[config.mk]
export PLATFORM = sky130hd
export DESIGN_NAME = alu_seq_unit_flat
export DESIGN_NICKNAME = d
export VERILOG_FILES = /design/src/rtl/alu_seq_unit_if.sv /design/src/rtl/alu_seq_unit.sv /design/src/flat_wrapper.sv
export SDC_FILE = /design/constraint.sdc
export NUM_CORES = 1
export LEC_CHECK = 0
export BUFFER_PORTS_ARGS = -buffer_cell sky130_fd_sc_hd__buf_2
export CAP_MARGIN = 25
export CORE_UTILIZATION = 25
export CTS_CLUSTER_DIAMETER = 200
export DETAILED_ROUTE_END_ITERATION = 16
export SYNTH_ARGS = -nofsm -noshare
export SYNTH_HDL_FRONTEND = slang
export SYNTH_SLANG_ARGS = --single-unit
[constraint.sdc]
create_clock -name Clock -period 9.95 [get_ports Clock]
set_input_delay 0 -clock Clock [delete_from_list [all_inputs] [get_ports Clock]]
set_output_delay 0 -clock Clock [all_outputs]
set_load 0.01 [all_outputs]
[src/rtl/alu_seq_unit_if.sv]
// ALU sequencer bus: operands, opcode, start/flag-write controls
// and registered result, flags, Busy and Done back to the datapath.
interface alu_seq_unit_if;
   logic [15:0] A;
   logic [15:0] B;
   logic [3:0]  FunSel;
   logic        Start;
   logic        WF;
   logic [15:0] ALUOut;
   logic [3:0]  FlagsOut;
   logic        Busy;
   logic        Done;

   modport master (
      output A, B, FunSel, Start, WF,
      input  ALUOut, FlagsOut, Busy, Done
   );

   modport slave (
      input  A, B, FunSel, Start, WF,
      output ALUOut, FlagsOut, Busy, Done
   );
endinterface

[src/rtl/alu_seq_unit.sv]
// 16-bit ALU, single-cycle ops plus 16-cycle shift-add multiply.
// Ports: Clock, Reset (async high), bus (slave: A,B,FunSel,Start,WF -> ALUOut,FlagsOut{Z,C,N,O},Busy,Done).
module alu_seq_unit (
   input logic         Clock,
   input logic         Reset,
   alu_seq_unit_if.slave bus
);
   typedef enum logic [1:0] {
      S_IDLE = 2'd0,
      S_MUL  = 2'd1,
      S_DONE = 2'd2
   } state_t;

   localparam logic [3:0] F_MUL = 4'b1111;

   state_t      state, state_n;
   logic [31:0] mcand;
   logic [15:0] mplr;
   logic [31:0] prod;
   logic [31:0] prod_n;
   logic [3:0]  cnt;
   logic        wf_q;

   logic [15:0] res;
   logic [16:0] sum;
   logic        c_n, o_n;
   logic        c_in, o_in;

   assign c_in = bus.FlagsOut[2];
   assign o_in = bus.FlagsOut[0];

   // Single-cycle datapath works straight off the live inputs,
   // which are what gets latched on the Start edge.
   always_comb begin
      res = 16'h0000;
      sum = 17'h0;
      c_n = c_in;
      o_n = o_in;
      unique case (bus.FunSel)
         4'b0000: res = bus.A;
         4'b0001: res = bus.B;
         4'b0010: res = ~bus.A;
         4'b0011: res = ~bus.B;
         4'b0100, 4'b0101: begin
            sum = {1'b0, bus.A} + {1'b0, bus.B}
                + {16'h0, (bus.FunSel[0] & c_in)};
            res = sum[15:0];
            c_n = sum[16];
            o_n = (bus.A[15] == bus.B[15]) && (res[15] != bus.A[15]);
         end
         4'b0110: begin
            res = bus.A - bus.B;
            c_n = bus.A < bus.B;
            o_n = (bus.A[15] != bus.B[15]) && (res[15] != bus.A[15]);
         end
         4'b0111: res = bus.A & bus.B;
         4'b1000: res = bus.A | bus.B;
         4'b1001: res = bus.A ^ bus.B;
         4'b1010: begin
            res = {bus.A[14:0], 1'b0};
            c_n = bus.A[15];
         end
         4'b1011: begin
            res = {1'b0, bus.A[15:1]};
            c_n = bus.A[0];
         end
         4'b1100: begin
            res = {bus.A[15], bus.A[15:1]};
            c_n = bus.A[0];
            o_n = 1'b0;
         end
         4'b1101: begin
            res = {bus.A[14:0], c_in};
            c_n = bus.A[15];
         end
         4'b1110: begin
            res = {c_in, bus.A[15:1]};
            c_n = bus.A[0];
         end
         default: res = 16'h0000;
      endcase
   end

   assign prod_n = prod + (mplr[0] ? mcand : 32'h0);

   always_comb begin
      state_n = state;
      unique case (state)
         S_IDLE: if (bus.Start)
            state_n = (bus.FunSel == F_MUL) ? S_MUL : S_DONE;
         S_MUL:  if (cnt == 4'd15) state_n = S_DONE;
         S_DONE: state_n = S_IDLE;
         default: state_n = S_IDLE;
      endcase
   end

   assign bus.Busy = (state == S_MUL);
   assign bus.Done = (state == S_DONE);

   always_ff @(posedge Clock or posedge Reset) begin
      if (Reset) begin
         state        <= S_IDLE;
         mcand        <= 32'h0;
         mplr         <= 16'h0;
         prod         <= 32'h0;
         cnt          <= 4'd0;
         wf_q         <= 1'b0;
         bus.ALUOut   <= 16'h0000;
         bus.FlagsOut <= 4'b0000;
      end else begin
         state <= state_n;
         unique case (state)
            S_IDLE: if (bus.Start) begin
               wf_q <= bus.WF;
               if (bus.FunSel == F_MUL) begin
                  mcand <= {16'h0, bus.A};
                  mplr  <= bus.B;
                  prod  <= 32'h0;
                  cnt   <= 4'd0;
               end else begin
                  bus.ALUOut <= res;
                  if (bus.WF)
                     bus.FlagsOut <= {res == 16'h0, c_n, res[15], o_n};
               end
            end
            S_MUL: begin
               prod  <= prod_n;
               mcand <= {mcand[30:0], 1'b0};
               mplr  <= {1'b0, mplr[15:1]};
               cnt   <= cnt + 4'd1;
               if (cnt == 4'd15) begin
                  bus.ALUOut <= prod_n[15:0];
                  if (wf_q)
                     bus.FlagsOut <= {prod_n[15:0] == 16'h0,
                                      prod_n[31:16] != 16'h0,
                                      prod_n[15], o_in};
               end
            end
            default: ;
         endcase
      end
   end
endmodule

[src/flat_wrapper.sv]
// flat-port wrapper written by rule: the top's interface ports become plain ports
module alu_seq_unit_flat 
  (Clock, Reset, bus_A, bus_B, bus_FunSel, bus_Start, bus_WF, bus_ALUOut, bus_FlagsOut, bus_Busy, bus_Done);
  alu_seq_unit_if bus_i ();
  input logic Clock;
  input logic Reset;
  input wire logic [$bits(bus_i.A)-1:0] bus_A;
  input wire logic [$bits(bus_i.B)-1:0] bus_B;
  input wire logic [$bits(bus_i.FunSel)-1:0] bus_FunSel;
  input wire logic [$bits(bus_i.Start)-1:0] bus_Start;
  input wire logic [$bits(bus_i.WF)-1:0] bus_WF;
  output wire logic [$bits(bus_i.ALUOut)-1:0] bus_ALUOut;
  output wire logic [$bits(bus_i.FlagsOut)-1:0] bus_FlagsOut;
  output wire logic [$bits(bus_i.Busy)-1:0] bus_Busy;
  output wire logic [$bits(bus_i.Done)-1:0] bus_Done;
  assign bus_i.A = bus_A;
  assign bus_i.B = bus_B;
  assign bus_i.FunSel = bus_FunSel;
  assign bus_i.Start = bus_Start;
  assign bus_i.WF = bus_WF;
  assign bus_ALUOut = bus_i.ALUOut;
  assign bus_FlagsOut = bus_i.FlagsOut;
  assign bus_Busy = bus_i.Busy;
  assign bus_Done = bus_i.Done;
  alu_seq_unit u_core (.Clock(Clock), .Reset(Reset), .bus(bus_i));
endmodule
# Yosys cells after proc, flatten, opt, wreduce, memory -nomap -nowiden
# Cells that the tools add are included.
# word_totals
reg_bits,107
inputBits,40
elab_cells,102
# op_classes
n_addsub,5
order_cmp,1
n_eq_ne,29
muxes,30
bitwise,8
n_reduce_logical,19
# op_table
op,count
$pmux W16 S14,1
$mux W32,5
$pmux W32 S2,2
$mux W16,5
$pmux W16 S2,2
$eq A4 B4 Y1 const B,9
$add A32 B32 Y32,1
$logic_not A16 Y1,2
$not A16 Y16,2
$mux W4,7
$add A16 B16 Y17,1
$add A17 B1 Y17,1
$and A16 B16 Y16,1
$eq A4 B3 Y1 const B,4
$lt A16 B16 Y1,1
$or A16 B16 Y16,1
$pmux W4 S2,2
$reduce_bool A16 Y1,1
$sub A16 B16 Y16,1
$xor A16 B16 Y16,1
$reduce_and A6 Y1,2
$eq A4 B2 Y1 const B,2
$reduce_and A7 Y1,1
$mux W2,3
24 further kinds,34

# Logic depth before layout (Yosys ltp)
# depth
ltp_word,9
mapped_depth,16
ltp_nobuf,13

# Worst setup path after synthesis
# Ideal clock, no wire load.
# synth_timing
kind,input port to flip-flop
start,input port bus_FunSel[0]
end,register u_core.bus.FlagsOut[3]
arrival_ps,3390
t_required_ps,9884
setup_slack_ps,6494
cell_stages,16
n_path_buf,3
path_cell_list,buf_6 > buf_6 > clkbuf_1 > and2_1 > fa_1 > fa_1 > a21o_1 > a21oi_2 > o21ai_2 > a211o_1 > a31oi_1 > mux2i_1 > a311oi_2 > nand4_1 > or4_1 > nand2_1
# synth_between
elab_chain_len,8
# synth_lines
element,line_no,source
start: declaration,flat_wrapper.sv:9,input wire logic [$bits(bus_i.FunSel)-1:0] bus_FunSel;
$and A1 B1 Y1 or $eq A4 B3 Y1 (tied branches),"alu_seq_unit.sv:46, alu_seq_unit.sv:39",
$add A17 B1 Y17 or $reduce_or A2 Y1 (tied branches),"alu_seq_unit.sv:46, alu_seq_unit.sv:39",
$pmux W16 S14,alu_seq_unit.sv:39,unique case (bus.FunSel)
$logic_not A16 Y1,alu_seq_unit.sv:123,"bus.FlagsOut <= {res == 16'h0, c_n, res[15], o_n};"
$mux W4,alu_seq_unit.sv:122,if (bus.WF)
$mux W4,alu_seq_unit.sv:115,if (bus.FunSel == F_MUL) begin
$mux W4,alu_seq_unit.sv:113,S_IDLE: if (bus.Start) begin
$pmux W4 S2,alu_seq_unit.sv:112,unique case (state)
end signal: assignment,alu_seq_unit.sv:123,
end signal: assignment,alu_seq_unit.sv:134,"bus.FlagsOut <= {prod_n[15:0] == 16'h0,"
end: declaration,alu_seq_unit_if.sv:21,"output ALUOut, FlagsOut, Busy, Done"
# Parallel ways exist; a longest one is shown, timed or not. The select of a mux whose other input is x is not followed.
# A chain may end at the register's enable or synchronous reset.

# Final worst setup path
# layout_timing
start,register u_core.mplr[0]
end,register u_core.bus.FlagsOut[2]
# layout_between
elab_chain_len,6
# layout_lines
element,line_no,source
start: declaration,alu_seq_unit.sv:18,logic [15:0] mplr;
start signal: assignment,alu_seq_unit.sv:117,mplr <= bus.B;
start signal: assignment,alu_seq_unit.sv:129,"mplr <= {1'b0, mplr[15:1]};"
$mux W32,alu_seq_unit.sv:84,assign prod_n = prod + (mplr[0] ? mcand : 32'h0);
$add A32 B32 Y32,alu_seq_unit.sv:84,
$reduce_bool A16 Y1,alu_seq_unit.sv:135,"prod_n[31:16] != 16'h0,"
$mux W4,alu_seq_unit.sv:133,if (wf_q)
$mux W4,alu_seq_unit.sv:131,if (cnt == 4'd15) begin
$pmux W4 S2,alu_seq_unit.sv:112,
# No other way between the ends. The select of a mux whose other input is x is not followed.

==> results.md <==
* Adder-Cell Fraction of Synth Area at 11.03%
* Mapped cell area at 9802 sq um
* Total global routing overflow at 0
* Unique masters post-synth at 81
* Sequential Power Share at 38.4%
* Ys flop type: dfrtp_1
* Combinational share of power at 43.5%
* Initial antenna violation count at 2
* Max_cap viols at 0
* Gr usage total at 16.09%
* Simple-Gate Fraction of Synth Area at 20.68%
* Dpl cells at 1755
* RSZ-0062 raised after global routing: false
* TritonCTS Buffers at 9
* Final setup violation count at 0
* H-tree levels at 3
* Max VDD drop at 0.09990 mV
* YS warnings at 0
* Sequential area share after synthesis at 27.32%
* WHS Endpoint: u_core.mcand[0]
* DR WL/cell at 17.90 um
* Core footprint at 38650 sq um
* Mapped Avg Cell Area at 7.867 sq um
* Chip width at 200.0 um
* FF+latch count, synth at 107
* Setup WS pre-CTS at 5937 ps
* Vias/cell at 5.275
* Worst-Skew Late Latency at 370 ps
* Tcrit/Tclk final at 40.48%
* Slew margin rel. at 36.17%
* P_sw at 847.0 uW
* Fin. Hold Viols at 0
* Cells after Synth at 1246
* Fmax at 248.3 MHz
* Synth area leader: dfrtp_1
* Hold path cells at 3
* Iter 0 DRT Violations at 720
* Post-DP HPWL at 23.17 mm
* Crit Path Class: reg2reg
* Clock Pin Slew Worst Setup and Hold Paths at 80 ps
* Area growth, synth to finish at 10.42%
* Hold Path Class: in2reg
* Switching Fraction at 42.79%
* Critical Path Start: u_core.mplr[0]
* RR Startpoint: u_core.mplr[0]
* Leak at 0.004779 uW
* Finished Layout Cells at 1775
* Worst-margin pin slew at 953.9 ps
* Clk sinks at 107
* Layout cells sized above 1 at 10.43%
* Fin worst setup slack at 5922 ps
* Initial cell density of the core at 25.36%
* Max Clock Skew at 18.34 ps
* Synth top area cells: dfrtp_1 27%, ha_1 10%, nand2_1 6.0%, o21ai_0 5.8%, a21oi_1 4.9%
* Post-synthesis compound-gate area fraction at 28.07%
* Vias at 9364
* Pre-Repair DR Iteration Count at 5
* Post-Synth XOR/XNOR Area at 4.021%
* Std cell rows at 72
* Mux cell area share after synthesis at 2.796%
* Post-synth EDFFs at 0
* Crit-path slowest cell: dfrtp_1
* Max FO, Critical Path at 33
* PwrDens at 182.9 nW/um^2
* Reg-to-reg endpoint: u_core.bus.FlagsOut[2]
* Total wire length at 31.78 mm
* Io pins at 62
* R2R Setup Slk at 5920 ps
* Setup crit end kind: flop
* Die area at 40000 sq um
* CP peak stage delay at 730 ps
* Startpoint Class: flop
* Minimum clock period after layout at 4028 ps
* Routability Congestion at 0.9325
* Outcome: finished, final reports clean
* Most used cell, CP: o21ai_0
* R2r worst-path depth at 13
* DRC violations left at 0
* Yosys top cell area share at 27.32%
* CTS tree: done
* Worst EP arrival at 4280 ps
* Die Height at 200.0 um
* Largest net degree at the start of global routing at 84
* Max-slew violation count at 0
* Final nets at 1375
* Vias in the first global route at 8987
* Int Pwr at 1132 uW
* CTS root buf: clkbuf_16
* Largest family of logic cells by synthesized area: compound AO/OA/AOI/OAI gates
* Syn_nets at 1370
* First-pass GRT wire length at 50.47 mm
* CP Cell Sequence: and2_1 -> ha_1 -> fa_1 -> a211oi_1 -> o21ai_0 -> o211ai_1 -> o21ai_0 -> a211oi_1 -> o21ai_0 -> xor2_1 -> nor4_1 -> and4_1 -> a31oi_1
* ANT nets after route at 0
* Port bufs at 61
* Final setup TNS at 0 ps
* Worst EP required at 10200 ps
* Worst Hold Launch: bus_A[0]
* Max Buffers Root-to-Sink at 2
* Clock share of power at 18.2%
* Ys async rst share at 100.0%
## cells by family (layout without fill, tap and decap cells)
group,count (synthesis),after routing
AO/OA/AOI/OAI,417,417
XOR/XNOR,45,45
adder cells (fa/ha/maj),84,84
buffers and inverters,139,149
flip-flops,107,107
multiplexers,26,26
other,0,1
AND/OR/NAND/NOR,428,428
## worst max path at each step
stage | to | slack, ps | cells past startpoint
finish | u_core.bus.FlagsOut[2] | 5920 | 13
floorplan | u_core.bus.FlagsOut[3] | 6490 | 16
global placement | u_core.bus.FlagsOut[2] | 5930 | 13
detailed placement | u_core.bus.FlagsOut[2] | 5940 | 13
CTS | u_core.bus.FlagsOut[2] | 5920 | 13
global route | u_core.bus.FlagsOut[2] | 5560 | 13
## cells in the mapped netlist (18+ instances only)
cell type,n
dfrtp_1,107
o31ai_1,18
o21ai_0,113
nand3_1,23
and2_1,38
nand2_1,157
xnor2_1,23
a21oi_1,95
ha_1,80
nor3_1,20
inv_1,55
clkbuf_1,53
nor2_1,108
a21o_1,21
xor2_1,22
## critical path: cells and delay by family (launching register included)
family / cells / cell delay (ps)
AND/OR/NAND/NOR: 3 / 840
XOR/XNOR: 1 / 180
flip-flops: 1 / 730
adder cells (fa/ha/maj): 2 / 670
AO/OA/AOI/OAI: 7 / 1490
## per-stage QoR
step                      hold WS (ps)  cell area [sq um]  utilization [%]  total power (uW)
after floorplan                  151.7               9802                -              1346
final                            21.69              10820            28.00              1979
after global routing             26.14              10820            28.00              2135
after CTS                        8.452              10820            28.00              1990
after global placement           28.19              10490            27.13              1606
after detailed placement         25.88              10510            27.20              1622
## per-layer routing
| layer | wire, um | global-route usage (%) |
|---|---|---|
| met3 | 1706 | 2.453 |
| met1 | 14770 | 22.30 |
| met4 | 577 | 3.958 |
| met5 | 10 | 0 |
| met2 | 14720 | 26.04 |
## area by class of cell
class / instances / area, sq um
diodes: 1 / 2.502
clock buffers: 11 / 232.7
clock inverters: 5 / 45.04
fillers: 4233 / 27820
inverters: 57 / 217.7
multi-input cells: 1000 / 6554
flip-flops and latches: 107 / 2678
well taps: 518 / 648.1
repair buffers: 76 / 445.4
## what timing repair did
item                      4_1_cts  5_1_grt
resized for setup               0        0
buffers inserted                0        0
hold endpoints to repair       29        0
hold buffers                    3        0
## sequential cells by signal (all words and copies together) (netlist names)
register and flops:
u_core.bus.ALUOut 16, u_core.bus.FlagsOut 4, u_core.cnt 4, u_core.mcand 32, u_core.mplr 16, u_core.prod 32
u_core.state 2, u_core.wf_q 1
## layout by cell type, fill, tap and decap left out, drive strengths merged, types with 8 or more instances in the layout
cell / instances
nand4: 11
mux2i: 15
buf: 73
o211ai: 11
xnor2: 23
clkbuf: 11
a221o: 9
o221ai: 13
nor2: 108
a22o: 10
a21oi: 98
nand2b: 10
nand2: 157
and3: 8
nor3: 20
ha: 80
o22ai: 15
a22oi: 17
a21o: 21
nor4: 8
xor2: 22
o31ai: 18
dfrtp: 107
o21ai: 118
mux2: 11
inv: 57
nand3: 23
a221oi: 11
a211oi: 12
and2: 38
## power groups by stage
| stage | Combinational [uW] | Clock, uW | Sequential, uW |
|---|---|---|---|
| final | 860 | 359 | 760 |
| after global routing | 962 | 386 | 787 |
| after CTS | 860 | 371 | 759 |
| after detailed placement | 856 | 0 | 766 |
| after global placement | 840 | 0 | 766 |
| after floorplan | 627 | 0 | 718 |
No activity file was read; power rests on OpenSTA's default activity.
